File: src/rtl/reset_seq_pkg.sv
// Shared types and helpers for the board-level reset sequencer.
package reset_seq_pkg;

  typedef enum logic [1:0] {
    ASSERT    = 2'b00,
    WAIT_LOCK = 2'b01,
    RELEASE   = 2'b10,
    RUN       = 2'b11
  } seq_state_t;

  typedef enum logic [1:0] {
    POR  = 2'b01,
    LOCK = 2'b10,
    SW   = 2'b11
  } rst_cause_t;

  localparam int RESTART_W = 8;

  function automatic logic [RESTART_W-1:0] sat_inc(input logic [RESTART_W-1:0] v);
    return (v == '1) ? v : v + 1'b1;
  endfunction

endpackage

File: src/rtl/reset_seq_ctrl_if.sv
// Sequencer control/status bundle: lock and software request in, domain resets and status out.
interface reset_seq_ctrl_if #(
  parameter int NUM_DOM = 4
);
  import reset_seq_pkg::*;

  logic                 pll_lock_i;
  logic                 sw_rst_req_i;
  logic [NUM_DOM-1:0]   dom_rst_n_o;
  logic                 seq_busy_o;
  logic                 seq_done_o;
  seq_state_t           state_o;
  rst_cause_t           rst_cause_o;
  logic [RESTART_W-1:0] restart_cnt_o;

  modport master (
    output pll_lock_i, sw_rst_req_i,
    input  dom_rst_n_o, seq_busy_o, seq_done_o, state_o, rst_cause_o, restart_cnt_o
  );

  modport slave (
    input  pll_lock_i, sw_rst_req_i,
    output dom_rst_n_o, seq_busy_o, seq_done_o, state_o, rst_cause_o, restart_cnt_o
  );

endinterface

File: src/rtl/reset_seq_ctrl_lock_sync.sv
// Two-flop level synchronizer for the asynchronous PLL lock input.
module lock_sync (
  input  logic clk_i,
  input  logic rst_i,
  input  logic async_i,
  output logic sync_o
);

  logic meta;

  always_ff @(posedge clk_i) begin
    if (rst_i) begin
      meta   <= 1'b0;
      sync_o <= 1'b0;
    end else begin
      meta   <= async_i;
      sync_o <= meta;
    end
  end

endmodule

File: src/rtl/reset_seq_ctrl.sv
// Reset sequencer: holds all domains in reset, qualifies PLL lock, then releases
// domains one at a time; restarts on lock loss or software request.
module reset_seq_ctrl
  import reset_seq_pkg::*;
#(
  parameter int NUM_DOM   = 4,
  parameter int HOLD_CYC  = 16,
  parameter int LOCK_FILT = 4,
  parameter int STEP_CYC  = 8,
  parameter int CNT_W     = 8
) (
  input  logic            clk_i,
  input  logic            rst_i,
  reset_seq_ctrl_if.slave bus
);

  localparam int IDX_W = $clog2(NUM_DOM);
  localparam logic [CNT_W-1:0] HOLD_LAST = CNT_W'(HOLD_CYC - 1);
  localparam logic [CNT_W-1:0] FILT_LAST = CNT_W'(LOCK_FILT - 1);
  localparam logic [CNT_W-1:0] STEP_LAST = CNT_W'(STEP_CYC - 1);
  localparam logic [IDX_W-1:0] IDX_LAST  = IDX_W'(NUM_DOM - 1);

  seq_state_t           state_q, state_d;
  logic [CNT_W-1:0]     cnt_q, cnt_d;
  logic [IDX_W-1:0]     idx_q, idx_d;
  logic [NUM_DOM-1:0]   dom_q, dom_d;
  rst_cause_t           cause_q, cause_d;
  logic [RESTART_W-1:0] restart_q, restart_d;
  logic                 busy_q, done_q;
  logic                 lock_s;
  logic                 restart_ev;
  rst_cause_t           restart_cause;

  lock_sync u_lock_sync (
    .clk_i  (clk_i),
    .rst_i  (rst_i),
    .async_i(bus.pll_lock_i),
    .sync_o (lock_s)
  );

  always_comb begin
    state_d       = state_q;
    cnt_d         = cnt_q;
    idx_d         = idx_q;
    dom_d         = dom_q;
    cause_d       = cause_q;
    restart_d     = restart_q;
    restart_ev    = 1'b0;
    restart_cause = SW;

    unique case (state_q)
      ASSERT: begin
        dom_d = '0;
        // A software request here only re-arms the hold; it is not counted as a restart.
        if (bus.sw_rst_req_i) begin
          cnt_d   = '0;
          cause_d = SW;
        end else if (cnt_q == HOLD_LAST) begin
          state_d = WAIT_LOCK;
          cnt_d   = '0;
        end else begin
          cnt_d = cnt_q + 1'b1;
        end
      end
      WAIT_LOCK: begin
        if (bus.sw_rst_req_i) begin
          restart_ev = 1'b1;
        end else if (!lock_s) begin
          cnt_d = '0;
        end else if (cnt_q == FILT_LAST) begin
          state_d = RELEASE;
          idx_d   = '0;
          cnt_d   = '0;
        end else begin
          cnt_d = cnt_q + 1'b1;
        end
      end
      RELEASE: begin
        if (!lock_s) begin
          restart_ev    = 1'b1;
          restart_cause = LOCK;
        end else if (bus.sw_rst_req_i) begin
          restart_ev = 1'b1;
        end else if (cnt_q == STEP_LAST) begin
          dom_d[idx_q] = 1'b1;
          cnt_d        = '0;
          if (idx_q == IDX_LAST) begin
            state_d = RUN;
          end else begin
            idx_d = idx_q + 1'b1;
          end
        end else begin
          cnt_d = cnt_q + 1'b1;
        end
      end
      RUN: begin
        dom_d = '1;
        if (!lock_s) begin
          restart_ev    = 1'b1;
          restart_cause = LOCK;
        end else if (bus.sw_rst_req_i) begin
          restart_ev = 1'b1;
        end
      end
      default: state_d = ASSERT;
    endcase

    // Every restart drops all domains together on the same edge as the state change.
    if (restart_ev) begin
      state_d   = ASSERT;
      cnt_d     = '0;
      idx_d     = '0;
      dom_d     = '0;
      cause_d   = restart_cause;
      restart_d = sat_inc(restart_q);
    end
  end

  always_ff @(posedge clk_i) begin
    if (rst_i) begin
      state_q   <= ASSERT;
      cnt_q     <= '0;
      idx_q     <= '0;
      dom_q     <= '0;
      cause_q   <= POR;
      restart_q <= '0;
      busy_q    <= 1'b1;
      done_q    <= 1'b0;
    end else begin
      state_q   <= state_d;
      cnt_q     <= cnt_d;
      idx_q     <= idx_d;
      dom_q     <= dom_d;
      cause_q   <= cause_d;
      restart_q <= restart_d;
      busy_q    <= (state_d != RUN);
      done_q    <= (state_d == RUN);
    end
  end

  assign bus.dom_rst_n_o   = dom_q;
  assign bus.seq_busy_o    = busy_q;
  assign bus.seq_done_o    = done_q;
  assign bus.state_o       = state_q;
  assign bus.rst_cause_o   = cause_q;
  assign bus.restart_cnt_o = restart_q;

endmodule

File: src/flat_wrapper.sv
// flat-port wrapper written by rule: the top's interface ports become plain ports
module reset_seq_ctrl_flat import reset_seq_pkg::*;
#(
  parameter int NUM_DOM   = 4,
  parameter int HOLD_CYC  = 16,
  parameter int LOCK_FILT = 4,
  parameter int STEP_CYC  = 8,
  parameter int CNT_W     = 8
)
  (clk_i, rst_i, bus_pll_lock_i, bus_sw_rst_req_i, bus_dom_rst_n_o, bus_seq_busy_o, bus_seq_done_o, bus_state_o, bus_rst_cause_o, bus_restart_cnt_o);
  reset_seq_ctrl_if #(.NUM_DOM(NUM_DOM)) bus_i ();
  input  logic clk_i;
  input  logic rst_i;
  input wire logic [$bits(bus_i.pll_lock_i)-1:0] bus_pll_lock_i;
  input wire logic [$bits(bus_i.sw_rst_req_i)-1:0] bus_sw_rst_req_i;
  output wire logic [$bits(bus_i.dom_rst_n_o)-1:0] bus_dom_rst_n_o;
  output wire logic [$bits(bus_i.seq_busy_o)-1:0] bus_seq_busy_o;
  output wire logic [$bits(bus_i.seq_done_o)-1:0] bus_seq_done_o;
  output wire logic [$bits(bus_i.state_o)-1:0] bus_state_o;
  output wire logic [$bits(bus_i.rst_cause_o)-1:0] bus_rst_cause_o;
  output wire logic [$bits(bus_i.restart_cnt_o)-1:0] bus_restart_cnt_o;
  assign bus_i.pll_lock_i = bus_pll_lock_i;
  assign bus_i.sw_rst_req_i = bus_sw_rst_req_i;
  assign bus_dom_rst_n_o = bus_i.dom_rst_n_o;
  assign bus_seq_busy_o = bus_i.seq_busy_o;
  assign bus_seq_done_o = bus_i.seq_done_o;
  assign bus_state_o = bus_i.state_o;
  assign bus_rst_cause_o = bus_i.rst_cause_o;
  assign bus_restart_cnt_o = bus_i.restart_cnt_o;
  reset_seq_ctrl #(.NUM_DOM(NUM_DOM), .HOLD_CYC(HOLD_CYC), .LOCK_FILT(LOCK_FILT), .STEP_CYC(STEP_CYC), .CNT_W(CNT_W)) u_core (.clk_i(clk_i), .rst_i(rst_i), .bus(bus_i));
endmodule
File: config.mk
export PLATFORM = sky130hd
export DESIGN_NAME = reset_seq_ctrl_flat
export DESIGN_NICKNAME = d
export VERILOG_FILES = /design/src/rtl/reset_seq_pkg.sv /design/src/rtl/reset_seq_ctrl_if.sv /design/src/rtl/reset_seq_ctrl_lock_sync.sv /design/src/rtl/reset_seq_ctrl.sv /design/src/flat_wrapper.sv
export SDC_FILE = /design/constraint.sdc
export NUM_CORES = 1
export LEC_CHECK = 0
export BUFFER_PORTS_ARGS = -buffer_cell sky130_fd_sc_hd__buf_2
export CAP_MARGIN = 10
export CORE_UTILIZATION = 57
export CTS_CLUSTER_DIAMETER = 120
export DETAILED_ROUTE_END_ITERATION = 12
export PLACE_DENSITY = 0.84
export SLEW_MARGIN = 25
export SYNTH_ARGS = -nofsm -noshare
export SYNTH_HDL_FRONTEND = slang
export SYNTH_SLANG_ARGS = --single-unit
File: constraint.sdc
create_clock -name clk_i -period 3.1 [get_ports clk_i]
set_clock_uncertainty 0.2 [all_clocks]
set_input_delay 0.465 -clock clk_i [delete_from_list [all_inputs] [get_ports clk_i]]
set_output_delay 0.465 -clock clk_i [all_outputs]
set_load 0.005 [all_outputs]
==> results_dict.tcl, run 1 <==
set metrics [dict create \
    cp_max_fo 13 \
    r2r_start "u_core.bus.state_o[0]" \
    portBuffers 21 \
    finalWorstSetupSlack_ps 612 \
    post_cts_buffers 0 \
    tightestPinTransition_ps 595 \
    cts_buffer_depth 2 \
    netlist_area_um2 1690 \
    vdd_drop_max_mv 0.333 \
    p_leak_nw 0.742 \
    clk_latency_ps 340 \
    routed_wl_um 3270 \
    status "completed" \
    drc_errors 0 \
    synth_ff_type "dfxtp_1" \
    syn_nets 217 \
    netlist_instances 202 \
    synth-compound-area-share_pct 22.6 \
    syn_avg_cell_area_um2 8.39 \
    slew_headroom_pct 60.3 \
    synth.ff_latch_count 30 \
    power_density_nw_per_um2 351 \
    cts_root_buf "clkbuf_4" \
    crit_start "u_core.bus.state_o[0]" \
    cts_tree "yes" \
    synth-seq-area-share_pct 35.5 \
    postRouteAntennaNets 0 \
    yosys.cell_types.count 56 \
    track_usage_pct 23.3 \
    placedCellCount 246 \
    finalSetupTns_ps 0 \
    die_w_um 56.5 \
    fin_nets 237 \
    dieHeight_um 56.5 \
    design_area_um2 1860 \
    dieArea_um2 3190 \
    start_util_pct 60.9 \
    ios 22 \
    cap_violations 0 \
    synthArstFlopShare_pct 0 \
    diodes 0 \
    cp.required_ps 3190 \
    finalSetupViolations 0 \
    critPathKind "reg -> reg" \
    num_vias 1458 \
    coreArea_um2 2780 \
    fmax_ghz 0.402 \
    overflow 0 \
    fillCellCount 252 \
    rsz0062_at_grt "no" \
    finish.utilization_pct 66.9 \
    instances_no_fill 254 \
    cts_resized 0 \
    grt_pass1_wl_um 5730 \
    grt_pass1_vias 1351 \
    arrival_ps 2570 \
    finalCriticalPeriod_ps 2490 \
    fin_crit_sh_pct 80.3 \
    dr.pass1.iters 4 \
    drtIter0Drc 36 \
    drive_above_1_share_pct 18.4 \
    grt_max_degree 15 \
    placementRows 19 \
    yosys.area_share.adder_pct 8.12 \
    holdBufCountCts 0 \
    hold_violations 0 \
    dp_hpwl_um 2360 \
    area_growth_pct 9.90 \
    end_kind "flip-flop" \
    yosysWarnings 0 \
    path_clk_slew_ps 90 \
    maxSlewViolCount 0 \
    hold_class "in -> reg" \
    grt_antenna_before_repair 0 \
    yosys.area_share.xor_xnor_pct 1.55 \
    synth_top_family_by_area "simple AND/OR/NAND/NOR gates" \
    synth_edf_count 0 \
    vias_per_cell 5.74 \
    htree_levels 2 \
    cts_buffers 5 \
    wire_per_inst_um 12.9 \
    place.gp.congestion 0.892 \
    cp-start-kind "flip-flop" \
    dpl_cell_area_um2 1800 \
    pre_cts_slack_ps 606 \
    synth.area.mux_share_pct 1.85 \
    yosys.area_share.simple_pct 25.7 \
    clock_sinks 30 \
    hold_start "bus_pll_lock_i" \
]
## per-stage QoR
step,hold WS (ps),total power [mW]
floorplan,214,0.412
global placement,216,0.419
detailed placement,225,0.420
CTS,134,0.661
global route,145,0.683
finish,143,0.654
## final timing paths
check	slack [ps]	cells past startpoint	endpoint
setup reg to reg	610	7	u_core.bus.dom_rst_n_o[3]
hold / removal	140	2	u_core.u_lock_sync.meta
setup / recovery	610	7	u_core.bus.dom_rst_n_o[3]
hold reg to reg	250	1	u_core.u_lock_sync.sync_o
## power breakdown
group,switching (mW),internal (mW),total (mW)
Clock,0.133,0.110,0.243
Combinational,0.0121,0.00730,0.0194
Sequential,0.00271,0.388,0.391
Total,0.148,0.505,0.654
## flip-flops by register name, summed over array words and instances, names as in the netlist
| name | cells |
|---|---|
| u_core.bus.restart_cnt_o | 8 |
| u_core.cnt_q | 8 |
| u_core.bus.dom_rst_n_o | 4 |
| u_core.bus.rst_cause_o | 2 |
| u_core.bus.state_o | 2 |
| u_core.idx_q | 2 |
| u_core.bus.seq_busy_o | 1 |
| u_core.bus.seq_done_o | 1 |
| u_core.u_lock_sync.meta | 1 |
| u_core.u_lock_sync.sync_o | 1 |
## per-layer routing
layer | track usage [%] | vias up | share of wire [%]
met5 | 0 | - | 0
met4 | 12.5 | 0 | 1.8
met3 | 8.29 | 5 | 5.3
met2 | 35.8 | 38 | 45
met1 | 28.3 | 647 | 48
li1 | - | 768 | -
## logic make-up after synthesis
group,Yosys count
XOR/XNOR,3
AO/OA/AOI/OAI,58
AND/OR/NAND/NOR,79
adder cells (fa/ha/maj),11
flip-flops,30
multiplexers,3
buffers and inverters,18
## layout make-up
type	instances	area [µm²]	area share (%)
clock inverters	1	5.00	0.269
flip-flops and latches	30	601	32.3
clock buffers	7	55.1	2.96
well taps	31	38.8	2.08
multi-input cells	154	1020	54.8
inverters	10	37.5	2.02
repair buffers	21	105	5.65
## cells in the final DEF (no fill, tap or decap), drive strengths merged, types with 4 or more instances in the layout
master  netlist  layout
buf           3      21
nand2        20      20
dfxtp        30      30
inv          10      10
nor2         10      10
a21oi        22      22
o31ai         4       4
nor3         10      10
nand3        10      10
clkbuf        5       7
o21ai        12      12
ha           11      11
and2          6       6
## Yosys cell counts (all sizes together), types with 4 or more instances
library cell	n	area share, %
dfxtp	30	35
a21oi	22	6.5
nand2	20	4.4
o21ai	12	3.5
ha	11	8.1
inv	10	2.2
nand3	10	3.0
nor2	10	2.7
nor3	10	3.2
and2	6	2.3
clkbuf	5	1.1
o31ai	4	2.6
## critical path, cell delays in order, from the launching register on
cell and delay [ps]:
dfxtp_1 410, inv_1 100, ha_1 310, or2_2 370, a22o_1 220, a21o_1 330
o21bai_1 260, o21ba_1 230
Note: power is estimated with default switching activity, not from simulation.
==> run 2: changes to the inputs <==
--- a/config.mk
+++ b/config.mk
@@ -5,12 +5,13 @@
 export SDC_FILE = /design/constraint.sdc
 export NUM_CORES = 1
 export LEC_CHECK = 0
+export ABC_AREA = 1
 export BUFFER_PORTS_ARGS = -buffer_cell sky130_fd_sc_hd__buf_2
 export CAP_MARGIN = 10
-export CORE_UTILIZATION = 57
+export CORE_UTILIZATION = 52
 export CTS_CLUSTER_DIAMETER = 120
 export DETAILED_ROUTE_END_ITERATION = 12
-export PLACE_DENSITY = 0.84
+export PLACE_DENSITY = 0.8
 export SLEW_MARGIN = 25
 export SYNTH_ARGS = -nofsm -noshare
 export SYNTH_HDL_FRONTEND = slang
==> constraint.sdc (replaced) <==
create_clock -name clk_i -period 2.2 [get_ports clk_i]
set_clock_uncertainty 0.2 [all_clocks]
set_input_delay 0.33 -clock clk_i [delete_from_list [all_inputs] [get_ports clk_i]]
set_output_delay 0.33 -clock clk_i [all_outputs]
set_load 0.005 [all_outputs]
==> results_dict.tcl, run 2 <==
set metrics [dict create \
    status "completed" \
    place.gp.congestion 0.907 \
    cts_tree "yes" \
    vdd_drop_max_mv 0.347 \
    dieArea_um2 3690 \
    dp_hpwl_um 2740 \
    path_clk_slew_ps 100 \
    start_util_pct 56.9 \
    synth_top_cell_by_area "dfxtp_1" \
    maxSlewViolCount 0 \
    cp-endpoint "u_core.cnt_q[5]" \
    crit_chain "inv_1 -> ha_1 -> nand2_4 -> inv_1 -> nor3_4 -> nand2_1 -> o21ai_1 -> nand2_1 -> nor2_2" \
    num_vias 1641 \
    yosys.cell_types.count 27 \
    power_density_nw_per_um2 463 \
    cts_buffer_depth 2 \
    p_sw_share_pct 23.9 \
    fmax_ghz 0.505 \
    cts_root_buf "clkbuf_4" \
    yosys.area_share.xor_xnor_pct 1.95 \
    grt_pass1_vias 1432 \
    rsz0062_at_grt "no" \
    clk_latency_ps 340 \
    slowest_delay_ps 440 \
    use_met2_pct 33.6 \
    portBuffers 21 \
    synth.area.mux_share_pct 0 \
    htree_levels 2 \
    pwr-share-clk_pct 37.4 \
    fin_crit_sh_pct 89.9 \
    combPwrFrac_pct 3.9 \
    power.switching_mw 0.224 \
    synthArstFlopShare_pct 0 \
    yosysWarnings 0 \
    arrival_ps 2070 \
    top_usage_layer "met2" \
    drive_above_1_share_pct 19.6 \
    synth.ff_latch_count 30 \
    p_int_mw 0.715 \
    clock_sinks 30 \
    synth_most_common_cell "nand2_1" \
    dieHeight_um 60.7 \
    netlist_top_cells_count "nand2_1 (57), inv_1 (35), nor2_1 (32), dfxtp_1 (30), nand3_1 (19)" \
    routed_wl_um 3610 \
    vias_per_cell 4.99 \
    finalWorstSetupSlack_ps 221 \
    drc_errors 0 \
    finalSetupTns_ps 0 \
    tightestPinTransition_ps 375 \
    synth-compound-area-share_pct 13.0 \
    track_usage_pct 22.6 \
    cap_violations 0 \
    end_kind "flip-flop" \
    hold-worst-slack_ps 41.6 \
    cts_buffers 5 \
    synth-seq-area-share_pct 33.5 \
    critPathKind "reg -> reg" \
    dr.pass1.iters 4 \
    r2r_cells 9 \
    diodes 0 \
    p_leak_nw 0.950 \
    ys_top_cells_by_area "dfxtp_1 (33%), nand2_1 (12%), ha_1 (7.7%), inv_1 (7.3%), nor2_1 (6.7%)" \
    area_growth_pct 13.1 \
    post_cts_buffers 0 \
    yosys.area_share.adder_pct 7.67 \
    cp.required_ps 2290 \
    drtIter0Drc 85 \
    layout_common_cells "nand2_1 (57), inv_1 (35), nor2_1 (32)" \
    finalCriticalPeriod_ps 1980 \
    cp-start-kind "flip-flop" \
    netlist_area_um2 1790 \
    postRouteAntennaNets 0 \
    syn_avg_cell_area_um2 7.04 \
    mostFrequentLayoutCell "nand2_1" \
    r2r-end "u_core.cnt_q[5]" \
    synth_edf_count 0 \
    r2r_slack_ps 220 \
    cp_max_fo 7 \
    grt_pass1_wl_um 6090 \
    synth_ff_type "dfxtp_1" \
    netlist_instances 255 \
    coreArea_um2 3150 \
    seq_power_share_pct 58.7 \
    overflow 0 \
    r2r_start "u_core.bus.state_o[1]" \
    wire_per_inst_um 11.0 \
    synth_top_family_by_area "simple AND/OR/NAND/NOR gates" \
    die_w_um 60.7 \
    pre_cts_slack_ps 144 \
    fin_nets 299 \
    met3_usage_pct 7.68 \
    grt_max_degree 11 \
    cpMaxStageDelayCell "dfxtp_1" \
    ios 22 \
    grt.met1_usage_pct 30.4 \
    synth_top_area_share_pct 33.5 \
    grt_antenna_before_repair 0 \
    crit_start "u_core.bus.state_o[1]" \
    finalSetupViolations 0 \
    yosys.area_share.simple_pct 35.4 \
    syn_nets 270 \
    hold_class "in -> reg" \
    slew_headroom_pct 75.0 \
    hold_violations 0 \
    placementRows 20 \
]
## run 2: timing repair
item | in CTS | in global routing
endpoints found under the setup margin | 0 | 7
endpoints found under the hold margin | 1 | 0
hold buffers | 1 | 0
resized for setup | 0 | 2
## run 2: kinds of logic after synthesis
| family | after synthesis |
|---|---|
| AND/OR/NAND/NOR | 130 |
| flip-flops | 30 |
| adder cells (fa/ha/maj) | 11 |
| buffers and inverters | 41 |
| AO/OA/AOI/OAI | 39 |
| XOR/XNOR | 4 |
## run 2: final cells by class
cell class	instances	area [µm²]
Sequential cell	30	601
Clock buffer	7	55.1
Inverter	41	156
Fill cell	308	1120
Multi-Input combinational cell	184	1040
Timing Repair Buffer	22	115
Clock inverter	1	5.00
Tap cell	44	55.1
## run 2: layer usage
metal	up-vias	share of wire, %
met1	730	50
met4	0	1.6
met3	6	5.0
li1	875	-
met5	-	0
met2	30	43
## run 2: worst min path at each step
| stage | from | end | cells after the start |
|---|---|---|---|
| floorplan | u_core.u_lock_sync.meta | u_core.u_lock_sync.sync_o | 2 |
| global placement | u_core.u_lock_sync.meta | u_core.u_lock_sync.sync_o | 2 |
| detailed placement | u_core.u_lock_sync.meta | u_core.u_lock_sync.sync_o | 2 |
| CTS | rst_i | u_core.bus.restart_cnt_o[4] | 2 |
| global route | rst_i | u_core.bus.restart_cnt_o[4] | 2 |
| finish | rst_i | u_core.bus.restart_cnt_o[4] | 2 |
## run 2: power groups by stage
stage                     clock [mW]  sequential (mW)  combinational [mW]
after floorplan                    0            0.564              0.0226
after global placement             0            0.564              0.0346
after detailed placement           0            0.564              0.0347
after CTS                      0.364            0.552              0.0363
after global routing           0.388            0.553              0.0422
final                          0.351            0.552              0.0368
## run 2: through the flow
step | power (mW) | utilization, % | instance area (µm²) | std cells
6_report | 0.940 | 64.4 | 2030 | 329
5_1_grt | 0.983 | 64.4 | 2030 | 329
4_1_cts | 0.952 | 64.2 | 2020 | 329
3_5_place_dp | 0.599 | 62.0 | 1950 | 320
3_3_place_gp | 0.599 | 62.0 | 1950 | 320
2_1_floorplan | 0.586 | - | 1790 | 255
## run 2: worst max-delay path: cells and delay by family (launching register included)
family | cells | cell delay, ps
simple gates | 5 | 660
flops | 1 | 440
fa+ha+maj | 1 | 310
buf+inv | 2 | 190
compound gates | 1 | 150
==> run 3: changes to the inputs <==
--- a/config.mk
+++ b/config.mk
@@ -11,7 +11,7 @@
 export CORE_UTILIZATION = 52
 export CTS_CLUSTER_DIAMETER = 120
 export DETAILED_ROUTE_END_ITERATION = 12
-export PLACE_DENSITY = 0.8
+export PLACE_DENSITY = 0.72
 export SLEW_MARGIN = 25
 export SYNTH_ARGS = -nofsm -noshare
 export SYNTH_HDL_FRONTEND = slang
==> results_dict.tcl, run 3 (synthesis gave the netlist of run 2 again) <==
set metrics [dict create \
    die_w_um 60.7 \
    routed_wl_um 3600 \
    grt_antenna_before_repair 0 \
    postRouteAntennaNets 0 \
    place.gp.congestion 0.902 \
    fmax_ghz 0.520 \
    ios 22 \
    dieHeight_um 60.7 \
    crit_buf_inv 2 \
    slew_headroom_pct 81.7 \
    cts_tree "yes" \
    dr.pass1.iters 4 \
    dp_hpwl_um 2760 \
    hold_class "in -> reg" \
    p_leak_nw 0.972 \
    placementRows 20 \
    power_density_nw_per_um2 485 \
    slowest_delay_ps 390 \
    grt_pass1_vias 1461 \
    maxSlewViolCount 0 \
    start_util_pct 56.9 \
    cts_buffers 5 \
    track_usage_pct 22.7 \
    htree_levels 2 \
    mostFrequentLayoutCell "nand2_1" \
    r2r_cells 9 \
    drtIter0Drc 99 \
    post_cts_buffers 0 \
    cp.required_ps 2250 \
    placedCellCount 322 \
    critPathTopFamily "simple AND/OR/NAND/NOR gates" \
    cp_max_fo 9 \
    portBuffers 21 \
    vias_per_cell 4.97 \
    hold-worst-slack_ps 42.0 \
    finalCriticalPeriod_ps 1920 \
    worst-path-stages 9 \
    tightestPinTransition_ps 274 \
    grt_pass1_wl_um 6200 \
    wire_per_inst_um 10.9 \
    instances_no_fill 331 \
    clk_latency_ps 330 \
    area_growth_pct 14.9 \
    finalSetupTns_ps 0 \
    end_kind "flip-flop" \
    cap_violations 0 \
    fin_crit_sh_pct 87.5 \
    crit_chain "inv_1 -> ha_1 -> nor2_2 -> nand2_2 -> nand3_4 -> nand2_1 -> inv_4 -> o21ai_2 -> a21oi_1" \
    layout_common_cells "nand2_1 (57), inv_1 (35), nor2_1 (32)" \
    clock_sinks 30 \
    drive_above_1_share_pct 20.6 \
    hold_depth 2 \
    coreArea_um2 3150 \
    cp-start-kind "flip-flop" \
    drc_errors 0 \
    dpl_cell_area_um2 1970 \
    path_clk_slew_ps 100 \
    diodes 0 \
    hold_violations 0 \
    arrival_ps 1980 \
    rsz0062_at_grt "no" \
    finalSetupViolations 0 \
    overflow 0 \
    status "completed" \
    cts_root_buf "clkbuf_4" \
    critPathKind "reg -> reg" \
    cts_buffer_depth 2 \
    fin_nets 301 \
    num_vias 1645 \
    fin_total_pwr_mw 1.00 \
    cpMaxStageDelayCell "dfxtp_2" \
    vdd_drop_max_mv 0.327 \
    design_area_um2 2060 \
    grt_max_degree 11 \
    dieArea_um2 3690 \
]
==> run 3: changes by cell type in the layout (fill, tap and decap cells not counted) <==
cell      change
clkbuf_1      -1
dfxtp_2       +1
clkbuf_8      +2
ha_2          -1
dfxtp_1       -1
ha_1          +1
clkinv_2      -1
buf_4         +2
==> run 3: worst paths after layout <==
kind	start	to	slack, ps
setup / recovery	u_core.bus.state_o[0]	u_core.bus.dom_rst_n_o[0]	280
hold / removal	rst_i	u_core.bus.restart_cnt_o[5]	40
setup reg to reg	u_core.bus.state_o[0]	u_core.bus.dom_rst_n_o[0]	280
hold reg to reg	u_core.u_lock_sync.meta	u_core.u_lock_sync.sync_o	210
==> run 3: layout make-up <==
| class | instances | area [µm²] |
|---|---|---|
| fillers | 299 | 1090 |
| well taps | 44 | 55.1 |
| flip-flops and latches | 30 | 602 |
| repair buffers | 24 | 130 |
| inverters | 41 | 156 |
| multi-input cells | 184 | 1040 |
| clock buffers | 8 | 78.8 |
==> run 3: metal layers <==
metal	global-route usage, %	share of wire, %	wire [µm]
met2	34.1	43	1540
met4	14.3	2.1	74
met5	0	0	0
met3	4.69	5.4	194
met1	29.8	50	1790
==> run 3: timing repair <==
action	CTS	global route
hold endpoints to repair	1	0
hold buffers	1	0
endpoints found under the setup margin	0	6
resized for setup	0	2
==> run 3: where the power goes <==
group	leakage, nW	switching, mW	internal (mW)	total [mW]
Clock	0.0446	0.193	0.218	0.411
Sequential	0.243	0.00369	0.548	0.552
Combinational	0.685	0.0241	0.0129	0.0369
==> run 3: stage by stage <==
stage	utilization, %	setup WS [ps]
3_5_place_dp	62.5	159
5_1_grt	65.4	78.5
2_1_floorplan	-	358
6_report	65.4	276
3_3_place_gp	62.5	192
4_1_cts	65.3	149
